===== src/rtl/wide_add_sequencer.sv =====
// Multi-cycle LSW-first slice sequencer for a combinational WIDTH-bit adder.
// Define WIDE_ADD_SUB_EN to add the op_sub port (two's-complement subtract).
module wide_add_sequencer #(
  parameter int WIDTH = 16,
  parameter int WORDS = 4
) (
  input  logic                   CLK,
  input  logic                   RST,
  input  logic                   in_valid,
  output logic                   in_ready,
  input  logic [WORDS*WIDTH-1:0] op_a,
  input  logic [WORDS*WIDTH-1:0] op_b,
  input  logic                   op_cin,
`ifdef WIDE_ADD_SUB_EN
  input  logic                   op_sub,
`endif
  output logic [WIDTH-1:0]       add_A,
  output logic [WIDTH-1:0]       add_B,
  output logic                   add_Cin,
  output logic                   add_EN,
  input  logic [WIDTH-1:0]       add_Sum,
  input  logic                   add_Cout,
  output logic                   out_valid,
  input  logic                   out_ready,
  output logic [WORDS*WIDTH-1:0] result,
  output logic                   result_cout
);

  localparam int OW = WORDS * WIDTH;
  localparam int IW = (WORDS > 1) ? $clog2(WORDS) : 1;

  typedef enum logic [1:0] {
    IDLE,
    RUN,
    DONE
  } state_e;

  state_e          state_q, state_d;
  logic [OW-1:0]   a_q, a_d;
  logic [OW-1:0]   b_q, b_d;
  logic [OW-1:0]   res_q, res_d;
  logic            carry_q, carry_d;
  logic            cout_q, cout_d;
  logic [IW-1:0]   idx_q, idx_d;
  logic            sub_now;
  logic            acc_sub;
  logic [OW+WIDTH-1:0] res_cat;
  logic [WIDTH-1:0]    b_slice;

`ifdef WIDE_ADD_SUB_EN
  logic sub_q, sub_d;
  assign sub_now = sub_q;
  assign acc_sub = op_sub;
`else
  assign sub_now = 1'b0;
  assign acc_sub = 1'b0;
`endif

  // New Sum slice enters at the top; after WORDS shifts it sits LSW-aligned
  assign res_cat = {add_Sum, res_q};
  assign b_slice = sub_now ? ~b_q[WIDTH-1:0] : b_q[WIDTH-1:0];

  assign in_ready    = (state_q == IDLE);
  assign add_EN      = (state_q == RUN);
  assign out_valid   = (state_q == DONE);
  assign add_A       = add_EN ? a_q[WIDTH-1:0] : '0;
  assign add_B       = add_EN ? b_slice : '0;
  assign add_Cin     = add_EN ? carry_q : 1'b0;
  assign result      = res_q;
  assign result_cout = cout_q;

  always_comb begin
    state_d = state_q;
    a_d     = a_q;
    b_d     = b_q;
    res_d   = res_q;
    carry_d = carry_q;
    cout_d  = cout_q;
    idx_d   = idx_q;
`ifdef WIDE_ADD_SUB_EN
    sub_d   = sub_q;
`endif
    unique case (state_q)
      IDLE: begin
        if (in_valid) begin
          a_d     = op_a;
          b_d     = op_b;
          carry_d = acc_sub ? 1'b1 : op_cin;
          idx_d   = '0;
`ifdef WIDE_ADD_SUB_EN
          sub_d   = op_sub;
`endif
          state_d = RUN;
        end
      end
      RUN: begin
        res_d   = res_cat[OW+WIDTH-1:WIDTH];
        carry_d = add_Cout;
        a_d     = a_q >> WIDTH;
        b_d     = b_q >> WIDTH;
        idx_d   = idx_q + 1'b1;
        if (idx_q == IW'(WORDS - 1)) begin
          cout_d  = add_Cout;
          idx_d   = '0;
          state_d = DONE;
        end
      end
      DONE: begin
        if (out_ready) state_d = IDLE;
      end
      default: state_d = IDLE;
    endcase
  end

  always_ff @(posedge CLK or posedge RST) begin
    if (RST) begin
      state_q <= IDLE;
      a_q     <= '0;
      b_q     <= '0;
      res_q   <= '0;
      carry_q <= 1'b0;
      cout_q  <= 1'b0;
      idx_q   <= '0;
`ifdef WIDE_ADD_SUB_EN
      sub_q   <= 1'b0;
`endif
    end else begin
      state_q <= state_d;
      a_q     <= a_d;
      b_q     <= b_d;
      res_q   <= res_d;
      carry_q <= carry_d;
      cout_q  <= cout_d;
      idx_q   <= idx_d;
`ifdef WIDE_ADD_SUB_EN
      sub_q   <= sub_d;
`endif
    end
  end

endmodule


===== config.mk =====
export PLATFORM = sky130hd
export DESIGN_NAME = wide_add_sequencer
export DESIGN_NICKNAME = d
export VERILOG_FILES = /design/src/rtl/wide_add_sequencer.sv
export SDC_FILE = /design/constraint.sdc
export NUM_CORES = 1
export LEC_CHECK = 0
export CORE_MARGIN = 2
export CORE_UTILIZATION = 30
export CTS_BUF_LIST = sky130_fd_sc_hd__clkbuf_16
export DETAILED_ROUTE_END_ITERATION = 10
export PLACE_DENSITY_LB_ADDON = 0.05
export SLEW_MARGIN = 20
export SYNTH_ARGS = -nofsm -noshare
export SYNTH_HDL_FRONTEND = slang
export SYNTH_SLANG_ARGS = --single-unit

===== constraint.sdc =====
create_clock -name CLK -period 17.7 [get_ports CLK]
set_input_delay 3.54 -clock CLK [delete_from_list [all_inputs] [get_ports CLK]]
set_output_delay 3.54 -clock CLK [all_outputs]
set_load 0.005 [all_outputs]

After elaboration in Yosys (flattened, before gate mapping)
Cells that the tools add are included.
{ "classes": {"add_sub_neg": 1, "eq_ne": 6, "muxes": 16, "reduce_logical": 5} }
{ "ops": {"columns": ["operator", "n"], "rows": [
  ["case mux 64 bit (2 select lines)", 2],
  ["2-to-1 mux 64 bit", 2],
  ["2-to-1 mux 16 bit", 2],
  ["2-to-1 mux 2 bit", 5],
  ["case mux 2 bit (3 select lines)", 1],
  ["equality test 2 bit, second input constant", 2],
  ["inequality test 2 x 1 -> 1 bit, second input constant", 2],
  ["case mux 2 bit (2 select lines)", 1],
  ["AND reduction 2 bit", 2],
  ["AND reduction 3 bit", 1],
  ["adder 2 x 1 -> 2 bit, second input constant", 1],
  ["equality test 2 x 1 -> 1 bit, second input constant", 1],
  ["zero test 2 bit", 1],
  ["2-to-1 mux 1 bit", 2],
  ["inequality test 2 bit, second input constant", 1],
  ["case mux 1 bit (2 select lines)", 1],
  ["nonzero test 2 bit", 1]
]} }
{ "word_totals": {"regBits": 198, "inputBits": 150, "output_inout_bits": 101, "word_cells": 35} }

Longest topological paths before layout
Gate-level depths: netlist (run 1).
{ "logic_depth": {"ltp_word": 3, "depth_mapped": 6, "mapped_depth_nobuf": 3} }

Worst setup path after synthesis (run 1)
OpenSTA, ideal clock, no wires.
{ "synth_timing": {"kind": "flip-flop to output port", "start": "register state_q[0]", "end": "output add_A[10]", "arrival_time_ns": 1.156, "t_required_ns": 14.160, "path_slack_ns": 13.004, "path_stages_with_launch": 6, "path_buffers": 3, "path_cell_list": "dfrtp_1 > buf_2 > nor2b_4 > buf_6 > clkbuf_1 > and2_1"} }
{ "synth_between": {"elab_chain_cells": 2} }
{ "synth_rtl": {"columns": ["item", "line", "text"], "rows": [
  ["start, declared", "38", "state_e state_q, state_d;"],
  ["start signal, assigned", "128", "state_q <= state_d;"],
  ["equality test 2 x 1 -> 1 bit", "64", "assign add_EN = (state_q == RUN);"],
  ["2-to-1 mux 16 bit", "66", "assign add_A = add_EN ? a_q[WIDTH-1:0] : '0;"],
  ["end, declared", "17", "output logic [WIDTH-1:0] add_A,"]
]} }
Every way passes these cells.

Worst setup path after layout (run 1)
{ "layout_timing": {"start": "register state_q[1]", "end": "output add_A[5]"} }
Same word-level chain as after synthesis.

==> results of run 1 <==
-- sequential cells by signal (all words and copies together), names as in the netlist --
| signal | cells |
|---|---|
| a_q | 64 |
| carry_q | 1 |
| result_cout | 1 |
| b_q | 64 |
| state_q | 2 |
| idx_q | 2 |
| result | 64 |
-- cell families after synthesis --
logic type / share of synthesized area (%)
AOI/OAI and AO/OA: 19.5
adders and majority gates: 0.144
buffers and inverters: 7.18
DFF: 56.9
muxes: 8.41
and+or+nand+nor: 7.85
-- final timing paths --
kind / cells after the start / end / slack [ns] / start
setup reg to reg: 5 / a_q[57] / 14.85 / state_q[0]
hold reg to reg: 1 / result_cout / 0.50 / result_cout
setup / recovery: 4 / add_A[5] / 10.96 / state_q[1]
hold / removal: 1 / result_cout / 0.50 / result_cout
max in group asynchronous: 3 / state_q[1] / 12.43 / RST
min in group asynchronous: 2 / result[4] / 3.72 / RST
-- routing by layer --
layer / part of all wire (%) / routed length, um
met4: 1.1 / 274
met5: 0 / 0
met2: 44 / 10800
met1: 50 / 12100
met3: 4.7 / 1140
-- power groups by stage --
| stage | clock (mW) | combinational [mW] | sequential [mW] |
|---|---|---|---|
| final | 0.394 | 1.04 | 0.813 |
| after global routing | 0.424 | 1.13 | 0.846 |
| after CTS | 0.407 | 1.05 | 0.819 |
| after detailed placement | 0 | 1.05 | 0.828 |
| after global placement | 0 | 1.02 | 0.821 |
| after floorplan | 0 | 0.658 | 0.777 |
-- worst max-delay path, cell delays in order, from the launching register on --
cell             delay, ns
dfrtp_4               0.75
nor2b_4               0.41
buf_4                 0.77
and2_1                0.24
clkdlybuf4s50_1       0.51
-- layout make-up --
type	instances	area [um^2]	area share, %
flip-flops and latches	198	4960	41.4
multi-input cells	374	3140	26.1
repair buffers	257	2570	21.4
well taps	384	480	4.01
clock buffers	17	425	3.55
inverters	66	255	2.13
clock inverters	15	163	1.36
diodes	1	2.50	0.0209
-- metrics by stage --
stage / worst slack (ns) / instance area [um^2] / utilization [%] / hold slack [ns]
6_report: 10.96 / 12000 / 41.9 / 0.498
4_1_cts: 10.90 / 12000 / 41.8 / 0.502
3_5_place_dp: 11.38 / 11400 / 39.8 / 0.485
3_3_place_gp: 11.47 / 11400 / 39.8 / 0.484
5_1_grt: 10.76 / 12000 / 41.9 / 0.516
2_1_floorplan: 8.76 / 8700 / - / 0.470
-- synth_stat cells (11+ instances only) --
| library cell | n |
|---|---|
| inv_1 | 66 |
| nor3b_1 | 32 |
| clkbuf_1 | 16 |
| buf_2 | 25 |
| a22o_1 | 34 |
| and2_1 | 34 |
| nor3_1 | 32 |
| buf_6 | 11 |
| mux2_2 | 64 |
| a211oi_1 | 30 |
| dfrtp_1 | 198 |
| o22a_1 | 64 |
| a2bb2oi_1 | 64 |
==> impl_metrics.json, run 1 <==
{
  "nFillCells": 2693,
  "clockBufferDepth": 2,
  "comb_power_share_pct": 46.2,
  "top_usage_layer": "met2",
  "met2_usage_pct": 24.7,
  "crit_arrival_ns": 3.20,
  "netlist_area_um2": 8700,
  "power.density_nw_per_um2": 187,
  "initial_core_util_pct": 30.4,
  "maxSlewViolCount": 0,
  "tritoncts": "built",
  "crit_path_end_kind": "primary output",
  "clkTransAtPathRegs_ns": 0.07,
  "status": "finished, final reports clean",
  "layout.nets": 1065,
  "seq_area_frac_synth_pct": 56.9,
  "die_w_um": 174,
  "max_cap_viol_count": 0,
  "leakage_nw": 5.05,
  "yosys.area.top_type_share_pct": 56.9,
  "period_needed_ns": 6.74,
  "vias_per_cell": 4.80,
  "path_class": "register to primary output",
  "p_switching_uw": 771,
  "ir_worst_vdd_v": 0.0000768,
  "synthArstFlopShare_pct": 100,
  "synth_warnings": 0,
  "use_met1_pct": 23.4,
  "critPathLaunchType": "register",
  "swShare_pct": 34.3,
  "area_growth_pct": 37.8,
  "synth_ff_type": "dfrtp_1",
  "cts_setup_buffers": 0,
  "p_int_mw": 1.47,
  "fin_crit_sh_pct": 38.1,
  "tns_ns": 0,
  "worst_clock_skew_ns": 0.0133,
  "firstDrtPassIters": 4,
  "grtUsageTotal_pct": 16.1,
  "min_path_type": "register to register",
  "synthTopCellsByArea": "dfrtp_1 (57%), mux2_2 (8.3%), a2bb2oi_1 (6.4%), o22a_1 (6.4%), a22o_1 (3.4%)",
  "antenna_found_initial": 1,
  "grt_pass1_vias": 6672,
  "num_io_pins": 251,
  "cts_resized": 0,
  "layout_commonest_cell": "clkdlybuf4s50_1",
  "drc": 0,
  "layout_common_cells": "clkdlybuf4s50_1 (250), dfrtp_1 (196), inv_1 (66)",
  "synth_area_leader_cell": "dfrtp_1",
  "die_h_um": 174,
  "drt-total-wl_um": 24300,
  "crit_required_ns": 14.16,
  "place_hpwl_um": 16400,
  "hold_viol_final": 0,
  "layout-drive-gt1-share_pct": 12.0,
  "clock_sinks": 198,
  "synth.avg_cell_area_um2": 12.4,
  "grt_max_degree": 136,
  "setup-violations-final": 0,
  "place.gp.congestion": 0.759,
  "dpl.cell_count": 1278,
  "fin_cells": 1312,
  "synth_cells": 703,
  "rsz0062_at_grt": "no",
  "cts_root_buf": "clkbuf_16",
  "power.share.clock_pct": 17.5,
  "synth_edf_count": 0,
  "fp.dieArea_um2": 30400,
  "num_vias": 6292,
  "wl_per_cell_um": 18.5,
  "grt_pass1_wl_um": 38400,
  "htree_levels": 4,
  "port_buffers": 250,
  "hold_buffers": 0,
  "cts_buffers": 17,
  "insertion_delay_ns": 0.43,
  "rows": 62,
  "grt_use_met3_pct": 3.00,
  "syn_nets": 854,
  "drtAntennaViolNets": 0,
  "drt_iter0_markers": 263,
  "fmax_mhz": 148,
  "slew-limit-headroom_pct": 29.3,
  "grt_overflow": 0,
  "core_um2": 28600,
  "yosysUniqueCellTypes": 27,
  "worst_pin_slew_ns": 1.06,
  "synth_seq_cells": 198,
  "seqPwrFrac_pct": 36.2,
  "path_max_fanout": 88,
  "finalPower_mw": 2.25
}
(Power assumes the default switching activity.)
==> inputs of run 2 (changes only) <==
==> constraint.sdc (replaced) <==
create_clock -name CLK -period 6.2 [get_ports CLK]
set_input_delay 1.24 -clock CLK [delete_from_list [all_inputs] [get_ports CLK]]
set_output_delay 1.24 -clock CLK [all_outputs]
set_load 0.005 [all_outputs]
==> run 2 against run 1 <==
Clock power grew to 2.7 times the previous value. Critical path type unchanged. Via count shrank 0.11%. Sequential power grew to 2.8 times the previous value. Hold slack gained 0.0052 ns. Largest cell class unchanged. Sequential share of layout area shrank 0.056 points.
==> impl_metrics.json, run 2 (same netlist as run 1, synthesis figures left out) <==
{
  "grt_max_degree": 102,
  "fin_crit_sh_pct": 66.5,
  "setup-violations-final": 0,
  "seqCellArea_um2": 4960,
  "cts_setup_buffers": 0,
  "cts_buffers": 17,
  "period_needed_ns": 4.12,
  "tns_ns": 0,
  "grt_pass1_vias": 6528,
  "fin_cells": 1315,
  "antenna_found_initial": 0,
  "path_max_fanout": 99,
  "hold_viol_final": 0,
  "status": "finished, final reports clean",
  "final_area_um2": 12000,
  "port_buffers": 250,
  "layout_commonest_cell": "clkdlybuf4s50_1",
  "layout-drive-gt1-share_pct": 12.6,
  "multiInputGateArea_um2": 3140,
  "min-delay-start": "a_q[15]",
  "r2r_cells": 5,
  "drt_iter0_markers": 238,
  "num_io_pins": 251,
  "nFillCells": 2684,
  "path_class": "register to primary output",
  "firstDrtPassIters": 5,
  "fp.dieArea_um2": 30400,
  "reg2reg_from": "state_q[0]",
  "cp-startpoint": "state_q[1]",
  "rows": 62,
  "worstSetupEndpoint": "out_valid",
  "insertion_delay_ns": 0.43,
  "initial_core_util_pct": 30.4,
  "dpl.cell_count": 1281,
  "die_h_um": 174,
  "cts_root_buf": "clkbuf_16",
  "worst_pin_slew_ns": 1.06,
  "crit_path_end_kind": "primary output",
  "hold_buffers": 0,
  "tritoncts": "built",
  "clock_sinks": 198,
  "worst_clock_skew_ns": 0.0157,
  "ir_worst_vdd_v": 0.000294,
  "critPathLaunchType": "register",
  "leakage_nw": 5.05,
  "drc": 0,
  "place.gp.congestion": 0.780,
  "vias_per_cell": 4.78,
  "reg2reg_slack_ns": 3.44,
  "area_growth_pct": 38.0,
  "place_hpwl_um": 16500,
  "timing.rr.end": "a_q[16]",
  "placed_area_um2": 11400,
  "drt-total-wl_um": 23900,
  "power.density_nw_per_um2": 531,
  "layout.nets": 1069,
  "maxSlewViolCount": 0,
  "die_w_um": 174,
  "crit_required_ns": 4.96,
  "clkTransAtPathRegs_ns": 0.08,
  "num_antenna_cells": 0,
  "grt_pass1_wl_um": 38600,
  "grt_overflow": 0,
  "max_cap_viol_count": 0,
  "layout_common_cells": "clkdlybuf4s50_1 (250), dfrtp_1 (196), inv_1 (65)",
  "core_um2": 28600,
  "slew-limit-headroom_pct": 29.6,
  "rsz0062_at_grt": "no",
  "wl_per_cell_um": 18.2,
  "min_path_type": "register to register",
  "grtUsageTotal_pct": 16.1,
  "crit_arrival_ns": 2.88,
  "num_vias": 6285,
  "fmax_mhz": 243,
  "post-route-util_pct": 41.9,
  "clockBufferDepth": 2,
  "htree_levels": 4,
  "drtAntennaViolNets": 0,
  "cts_resized": 0
}
run 2: final cells by class:
type	instances	share of cell area, %
flip-flops and latches	198	41.3
multi-input cells	374	26.1
repair buffers	261	21.7
well taps	384	4.00
clock buffers	17	3.54
inverters	66	2.09
clock inverters	15	1.19
run 2: worst min-delay path by stage:
stage / endpoint / slack, ns / cells past startpoint
global placement: result_cout / 0.48 / 1
global route: b_q[62] / 0.52 / 1
detailed placement: a_q[15] / 0.49 / 1
finish: a_q[15] / 0.50 / 1
floorplan: idx_q[1] / 0.47 / 1
CTS: a_q[15] / 0.51 / 1
run 2: power by group:
group | total (mW) | internal (mW) | switching (mW)
sequential | 2.30 | 1.93 | 0.371
combinational | 3.00 | 1.72 | 1.28
clock | 1.08 | 0.533 | 0.548
run 2: critical path, cell delays in order (launching register included):
cell,delay (ns)
dfrtp_4,0.71
buf_4,0.88
nand2b_1,0.23
inv_1,0.12
clkdlybuf4s50_1,0.50
run 2: metal layers:
| layer | up-vias | routed length (um) | track usage, % |
|---|---|---|---|
| met5 | - | 0 | 0 |
| met4 | 0 | 211 | 3.61 |
| met3 | 11 | 1290 | 3.89 |
| met2 | 186 | 10600 | 24.3 |
| met1 | 3107 | 11800 | 23.5 |
| li1 | 2981 | - | - |
run 2: through the flow:
step / hold slack (ns) / worst slack (ns) / total power [mW]
floorplan: 0.470 / 2.40 / 4.10
global placement: 0.485 / 2.47 / 5.26
detailed placement: 0.491 / 2.47 / 5.36
CTS: 0.509 / 2.00 / 6.46
global route: 0.522 / 1.84 / 6.88
finish: 0.503 / 2.08 / 6.38
